$ cat src/rtl/rca_mp_add_seq.sv
// rca_mp_add_seq
//   Runs NBYTES-wide add/subtract operations through one shared external
//   8-bit ripple-carry adder slice, least significant byte first, one byte
//   per cycle, chaining the carry between bytes. The slice registers
//   add_a/add_b/add_ci on clk and returns add_s/add_co combinationally from
//   those registers, so each byte's result comes back one cycle after issue.
//
// Ports
//   clk, rst_n                 clock (rising edge), async active-low reset
//   in_valid/in_ready          operand handshake (accepts only in IDLE)
//   in_a, in_b, in_ci, in_sub  operands, carry-in, subtract select
//   out_valid/out_ready        result handshake (valid only in DONE)
//   out_sum, out_co, out_ovf   result, final carry-out, signed overflow
//   busy                       operation in flight (ISSUE or DRAIN)
//   add_a, add_b, add_ci       byte operands to the adder slice
//   add_s, add_co              adder slice sum / carry-out
module rca_mp_add_seq #(
    parameter int NBYTES = 4
) (
    input  logic                  clk,
    input  logic                  rst_n,
    input  logic                  in_valid,
    output logic                  in_ready,
    input  logic [8*NBYTES-1:0]   in_a,
    input  logic [8*NBYTES-1:0]   in_b,
    input  logic                  in_ci,
    input  logic                  in_sub,
    output logic                  out_valid,
    input  logic                  out_ready,
    output logic [8*NBYTES-1:0]   out_sum,
    output logic                  out_co,
    output logic                  out_ovf,
    output logic                  busy,
    output logic [7:0]            add_a,
    output logic [7:0]            add_b,
    output logic                  add_ci,
    input  logic [7:0]            add_s,
    input  logic                  add_co
);

    localparam int W  = 8 * NBYTES;
    localparam int BW = (NBYTES > 1) ? $clog2(NBYTES) : 1;
    localparam logic [BW-1:0] LAST_BEAT = BW'(NBYTES - 1);

    typedef enum logic [1:0] {S_IDLE, S_ISSUE, S_DRAIN, S_DONE} state_e;

    state_e          state_q, state_d;
    logic [BW-1:0]   beat_q, beat_d;
    logic [W-1:0]    a_q, a_d;
    logic [W-1:0]    b_q, b_d;       // B already inverted in subtract mode
    logic            ci0_q, ci0_d;
    logic [W-1:0]    sum_q, sum_d;
    logic            co_q, co_d;
    logic            ovf_q, ovf_d;
    logic [7:0]      a_byte, b_byte;

    // Control and result registers
    always_ff @(posedge clk or negedge rst_n) begin
        if (!rst_n) begin
            state_q <= S_IDLE;
            beat_q  <= '0;
            sum_q   <= '0;
            co_q    <= 1'b0;
            ovf_q   <= 1'b0;
        end else begin
            state_q <= state_d;
            beat_q  <= beat_d;
            sum_q   <= sum_d;
            co_q    <= co_d;
            ovf_q   <= ovf_d;
        end
    end

    // Operand holding registers: only read during ISSUE/DRAIN, so no reset needed
    always_ff @(posedge clk) begin
        a_q   <= a_d;
        b_q   <= b_d;
        ci0_q <= ci0_d;
    end

    // Next-state logic
    always_comb begin
        state_d = state_q;
        case (state_q)
            S_IDLE:  if (in_valid)            state_d = S_ISSUE;
            S_ISSUE: if (beat_q == LAST_BEAT) state_d = S_DRAIN;
            S_DRAIN:                          state_d = S_DONE;
            S_DONE:  if (out_ready)           state_d = S_IDLE;
            default:                          state_d = S_IDLE;
        endcase
    end

    // Byte of the current beat
    always_comb begin
        a_byte = '0;
        b_byte = '0;
        for (int k = 0; k < NBYTES; k++) begin
            if (beat_q == BW'(k)) begin
                a_byte = a_q[8*k +: 8];
                b_byte = b_q[8*k +: 8];
            end
        end
    end

    // Datapath next-state: operand latch, byte captures, final flags
    always_comb begin
        beat_d = beat_q;
        a_d    = a_q;
        b_d    = b_q;
        ci0_d  = ci0_q;
        sum_d  = sum_q;
        co_d   = co_q;
        ovf_d  = ovf_q;
        case (state_q)
            S_IDLE: begin
                if (in_valid) begin
                    a_d    = in_a;
                    b_d    = in_b ^ {W{in_sub}};
                    ci0_d  = in_sub | in_ci;
                    beat_d = '0;
                end
            end
            S_ISSUE: begin
                // The slice output now holds byte k-1's result
                for (int k = 1; k < NBYTES; k++) begin
                    if (beat_q == BW'(k)) sum_d[8*(k-1) +: 8] = add_s;
                end
                beat_d = beat_q + BW'(1);
            end
            S_DRAIN: begin
                sum_d[W-1 -: 8] = add_s;
                co_d  = add_co;
                // Overflow: like-signed operands producing a result of the other sign
                ovf_d = (a_q[W-1] == b_q[W-1]) && (add_s[7] != a_q[W-1]);
            end
            default: ;
        endcase
    end

    // Outputs
    always_comb begin
        in_ready  = (state_q == S_IDLE);
        out_valid = (state_q == S_DONE);
        busy      = (state_q == S_ISSUE) || (state_q == S_DRAIN);
        add_a     = '0;
        add_b     = '0;
        add_ci    = 1'b0;
        if (state_q == S_ISSUE) begin
            add_a  = a_byte;
            add_b  = b_byte;
            // Beyond beat 0 the slice's carry-out is the previous byte's carry
            add_ci = (beat_q == '0) ? ci0_q : add_co;
        end
    end

    assign out_sum = sum_q;
    assign out_co  = co_q;
    assign out_ovf = ovf_q;

endmodule

$ cat config.mk
export PLATFORM = sky130hd
export DESIGN_NAME = rca_mp_add_seq
export DESIGN_NICKNAME = d
export VERILOG_FILES = /design/src/rtl/rca_mp_add_seq.sv
export SDC_FILE = /design/constraint.sdc
export NUM_CORES = 1
export LEC_CHECK = 0
export ABC_AREA = 1
export CORE_MARGIN = 4
export CORE_UTILIZATION = 40
export CTS_CLUSTER_DIAMETER = 50
export DETAILED_ROUTE_END_ITERATION = 16
export PLACE_DENSITY_LB_ADDON = 0.3
export SYNTH_ARGS = -nofsm -noshare
export SYNTH_HDL_FRONTEND = slang
export SYNTH_SLANG_ARGS = --single-unit
$ cat constraint.sdc
create_clock -name clk -period 7.2 [get_ports clk]
set_clock_uncertainty 0.05 [all_clocks]
set_input_delay 0.72 -clock clk [delete_from_list [all_inputs] [get_ports clk]]
set_output_delay 0.72 -clock clk [all_outputs]
set_load 0.05 [all_outputs]
# Word-level counts from Yosys, hierarchy flattened
# Cells that the tools add are included.
word_totals:
  ff_bits: 103
  in_bits: 79
  output_inout_bits: 54
  wordCells: 54
op_classes:
  reduce_logical: 11
  bitwise_logic: 2
  n_eq_ne: 11
  n_addsub: 1
  mux: 18
op_table:
  columns: ["cell", "n"]
  rows:
  - ["$mux W8", 10]
  - ["$xor A32 B32 Y32", 1]
  - ["$reduce_and A2 Y1", 5]
  - ["$eq A2 B2 Y1 const B", 4]
  - ["$mux W2", 4]
  - ["$pmux W2 S4", 1]
  - ["$eq A2 B1 Y1 const B", 2]
  - ["$logic_not A2 Y1", 2]
  - ["$ne A2 B2 Y1 const B", 2]
  - ["$pmux W2 S2", 1]
  - ["$reduce_and A3 Y1", 1]
  - ["$add A2 B1 Y2 const B", 1]
  - ["$mux W1", 2]
  - ["$ne A2 B1 Y1 const B", 1]
  - ["$reduce_bool A2 Y1", 1]
  - ["$eq A1 B1 Y1", 1]
  - ["$logic_and A1 B1 Y1", 1]
  - ["$logic_or A1 B1 Y1", 1]
  - ["$ne A1 B1 Y1", 1]
  - ["$or A1 B1 Y1", 1]

# Logic depth before layout (Yosys ltp)
# Gate-level depths: netlist of the first run.
depth:
  depth_word: 6
  mapped_depth: 9

# Worst setup path before layout of the first run
# Ideal clock, no wire load.
synth_path:
  kind: "register to register"
  from: "register state_q[0]"
  to: "register a_q[0] (enable)"
  arrival_ps: 2370
  synth_period_minus_slack_ps: 2839
  path_buffers: 0
  setup_time_ps: 419
  path_slack_ps: 4361
  path_stages_with_launch: 5
  required_time_ps: 6731
  path_cell_list: "dfrtp_1 inv_1 ha_1 nand2_1 inv_1"
synth_between:
  elab_chain_cells: 2
synth_lines:
  columns: ["element", "line", "rtl"]
  rows:
  - ["from (decl)", "47", "state_e state_q, state_d;"]
  - ["from (signal assigned)", "66", "state_q <= state_d;"]
  - ["$logic_not A2 Y1", null, null]
  - ["named net in_ready", "23", "output logic in_ready,"]
  - ["$reduce_and A2 Y1 (no source line)", null, null]
  - ["to (signal assigned)", "76", "a_q <= a_d;"]
  - ["to (decl)", "49", "logic [W-1:0] a_q, a_d;"]
# The timed path passes the listed nets, and every way through them passes these cells.
# A chain may end at the register's enable or synchronous reset.

# Final worst setup path of the first run
layout_path:
  from: "register beat_q[0]"
  to: "output port add_b[2]"
layout_between:
  elab_chain_cells: 6
  elab_cells_between_ends: 9
layout_lines:
  columns: ["element", "line", "rtl"]
  rows:
  - ["from (decl)", "48", "logic [BW-1:0] beat_q, beat_d;"]
  - ["from (signal assigned)", "67", "beat_q <= beat_d;"]
  - ["$logic_not A2 Y1", "98", "if (beat_q == BW'(k)) begin"]
  - ["$mux W8 (3 in series)", "98", null]
  - ["$mux W8 *", "98", null]
  - ["$mux W8 *", "148", "if (state_q == S_ISSUE) begin"]
  - ["to (decl)", "35", "output logic [7:0] add_b,"]
# Mark *: on every way between the ends. The rest lies on a longest branch, timed or not.

==> results of run 1 <==
==> stage by stage <==
step	util (%)	std cells	power (uW)
final	56.3	681	2800
after global routing	56.3	681	2960
after CTS	56.3	681	2830
after detailed placement	53.4	665	2320
after global placement	53.4	665	2290
after floorplan	-	411	1890
==> critical path: stages (launching register included) <==
cell and delay, ps:
dfrtp_1 420, inv_1 130, ha_1 790, inv_4 220
nor2_1 150, nor2_1 50, nand2_1 80, nand2_1 70
clkdlybuf4s50_1 710
==> registers in the layout, summed over array words and instances, names as in the netlist <==
signal / flops
a_q: 32
b_q: 32
beat_q: 2
ci0_q: 1
out_co: 1
out_ovf: 1
out_sum: 32
state_q: 2
==> synthesized netlist by cell type (8+ instances only) <==
| cell | instances | area [sq um] |
|---|---|---|
| a21oi_1 | 17 | 85.1 |
| dfrtp_1 | 38 | 951 |
| edfxtp_1 | 65 | 1950 |
| ha_1 | 8 | 100 |
| inv_1 | 17 | 63.8 |
| nand2_1 | 114 | 428 |
| nand3_1 | 20 | 100 |
| nor2_1 | 33 | 124 |
| o21ai_0 | 10 | 50.1 |
| o21ai_1 | 16 | 80.1 |
| o21ai_2 | 8 | 70.1 |
| xor2_1 | 32 | 280 |
==> final cells by class <==
cell class / count / area (sq um) / share of cell area (%)
flip-flops and latches: 103 / 2900 / 46.7
clock inverters: 3 / 18.8 / 0.302
multi-input cells: 267 / 1400 / 22.6
clock buffers: 13 / 303 / 4.87
repair buffers: 133 / 1320 / 21.2
well taps: 140 / 175 / 2.82
inverters: 22 / 92.6 / 1.49
==> layer usage <==
metal  global-route usage, %  vias to the layer above  part of all wire, %
met5                       0                        -                    0
met4                    3.76                        0                 0.36
met3                    5.16                        4                  7.9
met2                    25.2                      112                   47
met1                    20.6                     1476                   45
li1                        -                     1596                    -
==> cell families (layout without fill, tap and decap cells) <==
group           after synthesis  count (layout)  synth area share [%]
flops                       103             103                  63.5
fa+ha+maj                     8               8                  2.19
simple gates                176             176                  16.1
buf+inv                      41             171                  5.83
xor+xnor                     32              32                  6.13
compound gates               51              51                  6.24
==> report_power, final <==
group / total (uW) / internal [uW] / leakage (uW) / switching, uW
sequential: 916 / 834 / 0.00106 / 82.5
clock: 507 / 296 / 0.000162 / 211
combinational: 1380 / 436 / 0.00142 / 941
==> worst max-delay path by stage <==
stage          startpoint       end  slack (ps)  cells past startpoint
2_1_floorplan  state_q[0]    a_q[0]        4360                      4
6_report        beat_q[0]  add_b[2]        3480                      8
4_1_cts         beat_q[0]  add_b[2]        3460                      8
3_3_place_gp    beat_q[0]  add_a[4]        3890                      8
3_5_place_dp    beat_q[0]  add_b[2]        3850                      8
5_1_grt         beat_q[0]  add_b[2]        3300                      8
==> reports/metrics.yaml, run 1 <==
leakagePower_uw: 0.00264
cts_setup_buffers: 0
crit_required_ps: 6430
gp_congestion: 0.733
tritoncts: "built"
setup_viol: 0
powerDensity_nw_per_um2: 451
dieArea_sq_um: 13200
grt_pass1_vias: 3251
period_share_pct: 51.7
dp_hpwl_um: 7200
area_delta_synth_final_pct: 35.9
cts_num_sinks: 103
yosys_most_used_dff: "edfxtp_1"
dr.pass1.iters: 4
drtIter0Drc: 208
arrival_ps: 2950
diodes: 0
clk_pin_slew_ps: 70
wire_per_inst_um: 15.0
place_area_sq_um: 5890
layout-drive-gt1-share_pct: 7.39
start_util_pct: 41.4
syn_area_per_cell_sq_um: 11.1
layout_common_cells: "130 x clkdlybuf4s50_1, 114 x nand2_1, 65 x edfxtp_1, 38 x dfrtp_1, 33 x nor2_1"
clockBufferDepth: 2
path_class: "flop to primary output"
cap_viol_max_count: 0
grt_max_degree: 66
hp-class: "primary input to async pin"
wirelength_um: 10200
tns_ps: 0
status: "complete, no violations"
routed-via-count: 3188
yosysSeqAreaShare_pct: 63.5
setup_ws_ps: 3480
tightest_slew_ps: 937
synth_edf_count: 65
rsz0062_at_grt: "false"
finalHoldViolations: 0
rows: 38
ant_nets: 0
track_usage_pct: 15.6
cts_buffers: 9
rrSetupSlack_ps: 5200
hold_buffers: 0
r2r_end: "out_sum[8]"
fmax_mhz: 269
critPathMaxFanout: 18
syn_nets: 498
r2r_cells: 5
fill_cells: 1001
cts_resized: 0
async_flop_share_pct: 36.9
peakVddDrop_mv: 0.293
dp_slack_ps: 3850
ios: 133
port_buffers: 132
die_height_um: 115
grt_pass1_wl_um: 16100
period_minus_slack_ps: 3720
slew_headroom_pct: 37.5
syn_inst: 411
viasPerCell: 4.68
core-area_sq_um: 11000
syn-cell-area_sq_um: 4570
final_common_cell: "clkdlybuf4s50_1"
drv_slew: 0
nNetsFinal: 623
final_area_sq_um: 6210
fp.dieW_um: 115
htree_levels: 3
ys_warn_count: 0
cp-start-kind: "flop"
antenna_found_initial: 0
crit_path_end_kind: "primary output"
r2r_start: "beat_q[0]"
gr-total-overflow: 0
drc: 0
synth_cell_types: 25
whs_ps: 429
clk_latency_ps: 330
root_buffer: "clkbuf_16"
synth_seq_cells: 103
No activity file was read; power rests on OpenSTA's default activity.
==> inputs of run 2 (changes only) <==
- clock period: 7.2 -> 3.9 ns (I/O delays scaled with it)
==> run 2 against run 1 <==
First-iteration DRC count grew 12%. Non-clock buffer count is the same. Wire length shrank 0.32%.
==> reports/metrics.yaml, run 2 (synthesized netlist as in run 1, its figures left out) <==
die_height_um: 115  # unchanged
crit_path_end_kind: "primary output"  # unchanged
hp-class: "primary input to async pin"  # unchanged
clockBufferDepth: 2  # unchanged
clkPwrFrac_pct: 17.8  # was 18.1%
htree_levels: 3  # unchanged
seqPwrFrac_pct: 32.8  # was 32.7%
fp.dieW_um: 115  # unchanged
start_util_pct: 41.4  # unchanged
fill_cells: 971  # was 1001
tns_ps: 0  # unchanged
cts_buffers: 9  # unchanged
dieArea_sq_um: 13200  # unchanged
root_buffer: "clkbuf_16"  # unchanged
switching_share_pct: 44.6  # was 44.1%
gr-total-overflow: 0  # unchanged
drc: 0  # unchanged
area_delta_synth_final_pct: 35.5  # was 35.9%
peakVddDrop_mv: 0.578  # was 0.293 mV
slew_headroom_pct: 42.9  # was 37.5%
arrival_ps: 2840  # was 2950 ps
leakagePower_uw: 0.00262  # was 0.00264 uW
cts_num_sinks: 103  # unchanged
path_class: "flop to primary output"  # unchanged
tritoncts: "built"  # unchanged
rows: 38  # unchanged
fmax_mhz: 305
switchingPower_uw: 2300  # was 1230 uW
ios: 133  # unchanged
hold_buffers: 0  # unchanged
cts_resized: 0  # unchanged
fin_util_pct: 56.2  # was 56.3%
grt_max_degree: 66  # unchanged
cts_setup_buffers: 0  # unchanged
powerDensity_nw_per_um2: 831  # was 451 nW/um^2
comb_power_share_pct: 49.4  # was 49.2%
core-area_sq_um: 11000  # unchanged
antenna_found_initial: 0  # unchanged
finalHoldViolations: 0  # unchanged
crit_required_ps: 3460  # was 6430 ps
track_usage_pct: 15.7  # was 15.6%
nNetsFinal: 623  # unchanged
power.internal_uw: 2850  # was 1570 uW
wire_per_inst_um: 15.0  # about the same
diodes: 0  # unchanged
viasPerCell: 4.73  # was 4.68
period_share_pct: 84.2
clk_pin_slew_ps: 70  # about the same
ant_nets: 0  # unchanged
routed-via-count: 3218  # was 3188
dp_hpwl_um: 7350  # was 7200 um
wirelength_um: 10200  # about the same
layout-drive-gt1-share_pct: 7.22  # was 7.39%
layout_common_cells: "130 x clkdlybuf4s50_1, 114 x nand2_1, 65 x edfxtp_1, 38 x dfrtp_1, 33 x nor2_1"  # unchanged
power.total_uw: 5150  # was 2800 uW
status: "complete, no violations"  # unchanged
cp-start-kind: "flop"  # unchanged
port_buffers: 132  # unchanged
grt_pass1_vias: 3315  # was 3251
rsz0062_at_grt: "false"  # unchanged
drtIter0Drc: 232  # was 208
period_minus_slack_ps: 3280
final_common_cell: "clkdlybuf4s50_1"  # unchanged
grt_pass1_wl_um: 16300  # was 16100 um
gp_congestion: 0.776  # was 0.733
setup_viol: 0  # unchanged
clk_latency_ps: 330  # about the same
critPathMaxFanout: 17  # was 18
cap_viol_max_count: 0  # unchanged
tightest_slew_ps: 856  # was 937 ps
drv_slew: 0  # unchanged
dr.pass1.iters: 4  # unchanged
## run 2: cell types whose count changed in the layout (fill, tap and decap cells not counted), sizes merged
cell | previous run | this run
clkinv | 2 | 0
inv | 23 | 26
bufinv | 0 | 1
clkbuf | 13 | 9
clkinvlp | 0 | 1
## run 2: path summary, 6_finish.rpt
path,start,to,slack (ps),cells past startpoint
worst max-delay path,state_q[1],add_b[4],620,7
worst min-delay path,rst_n,out_sum[10],100,1
worst max register to register,state_q[0],ci0_q,1890,5
worst min register to register,out_co,out_co,420,2
max in group asynchronous,rst_n,out_sum[16],3160,1
min in group clk,out_co,out_co,420,2
## run 2: stage by stage
step	setup slack, ps	hold WS (ps)	area, sq um	std cells
after detailed placement	985	408	5890	665
after global routing	414	174	6190	680
final	617	102	6190	680
after global placement	970	402	5890	665
after floorplan	1060	44.4	4570	411
after CTS	603	130	6190	680
## run 2: layer usage
| metal | share of wire, % | GRT usage, % |
|---|---|---|
| met5 | 0 | 0 |
| met4 | 1.1 | 4.46 |
| met3 | 8.5 | 5.26 |
| met2 | 46 | 25.3 |
| met1 | 44 | 20.4 |
## run 2: power by group through the flow
stage               logic (uW)  clock network [uW]  registers, uW
finish                    2540                 916           1690
CTS                       2570                 941           1690
floorplan                 1180                   0           2300
detailed placement        2560                   0           1720
global placement          2520                   0           1700
global route              2730                 992           1730
## run 2: critical path: stages (launching register included)
cell and delay [ps]:
dfrtp_1 420, inv_1 100, ha_1 520, nand2_4 280, inv_6 210, nand2_1 80, nand2_1 80, clkdlybuf4s50_1 800
## run 2: final cells by class
class / instances / area (sq um) / area share [%]
Clock buffer: 9 / 225 / 3.64
Timing Repair Buffer: 133 / 1320 / 21.3
Sequential cell: 103 / 2900 / 46.9
Clock inverter: 6 / 77.6 / 1.25
Multi-Input combinational cell: 267 / 1400 / 22.6
Inverter: 22 / 92.6 / 1.49
Tap cell: 140 / 175 / 2.83
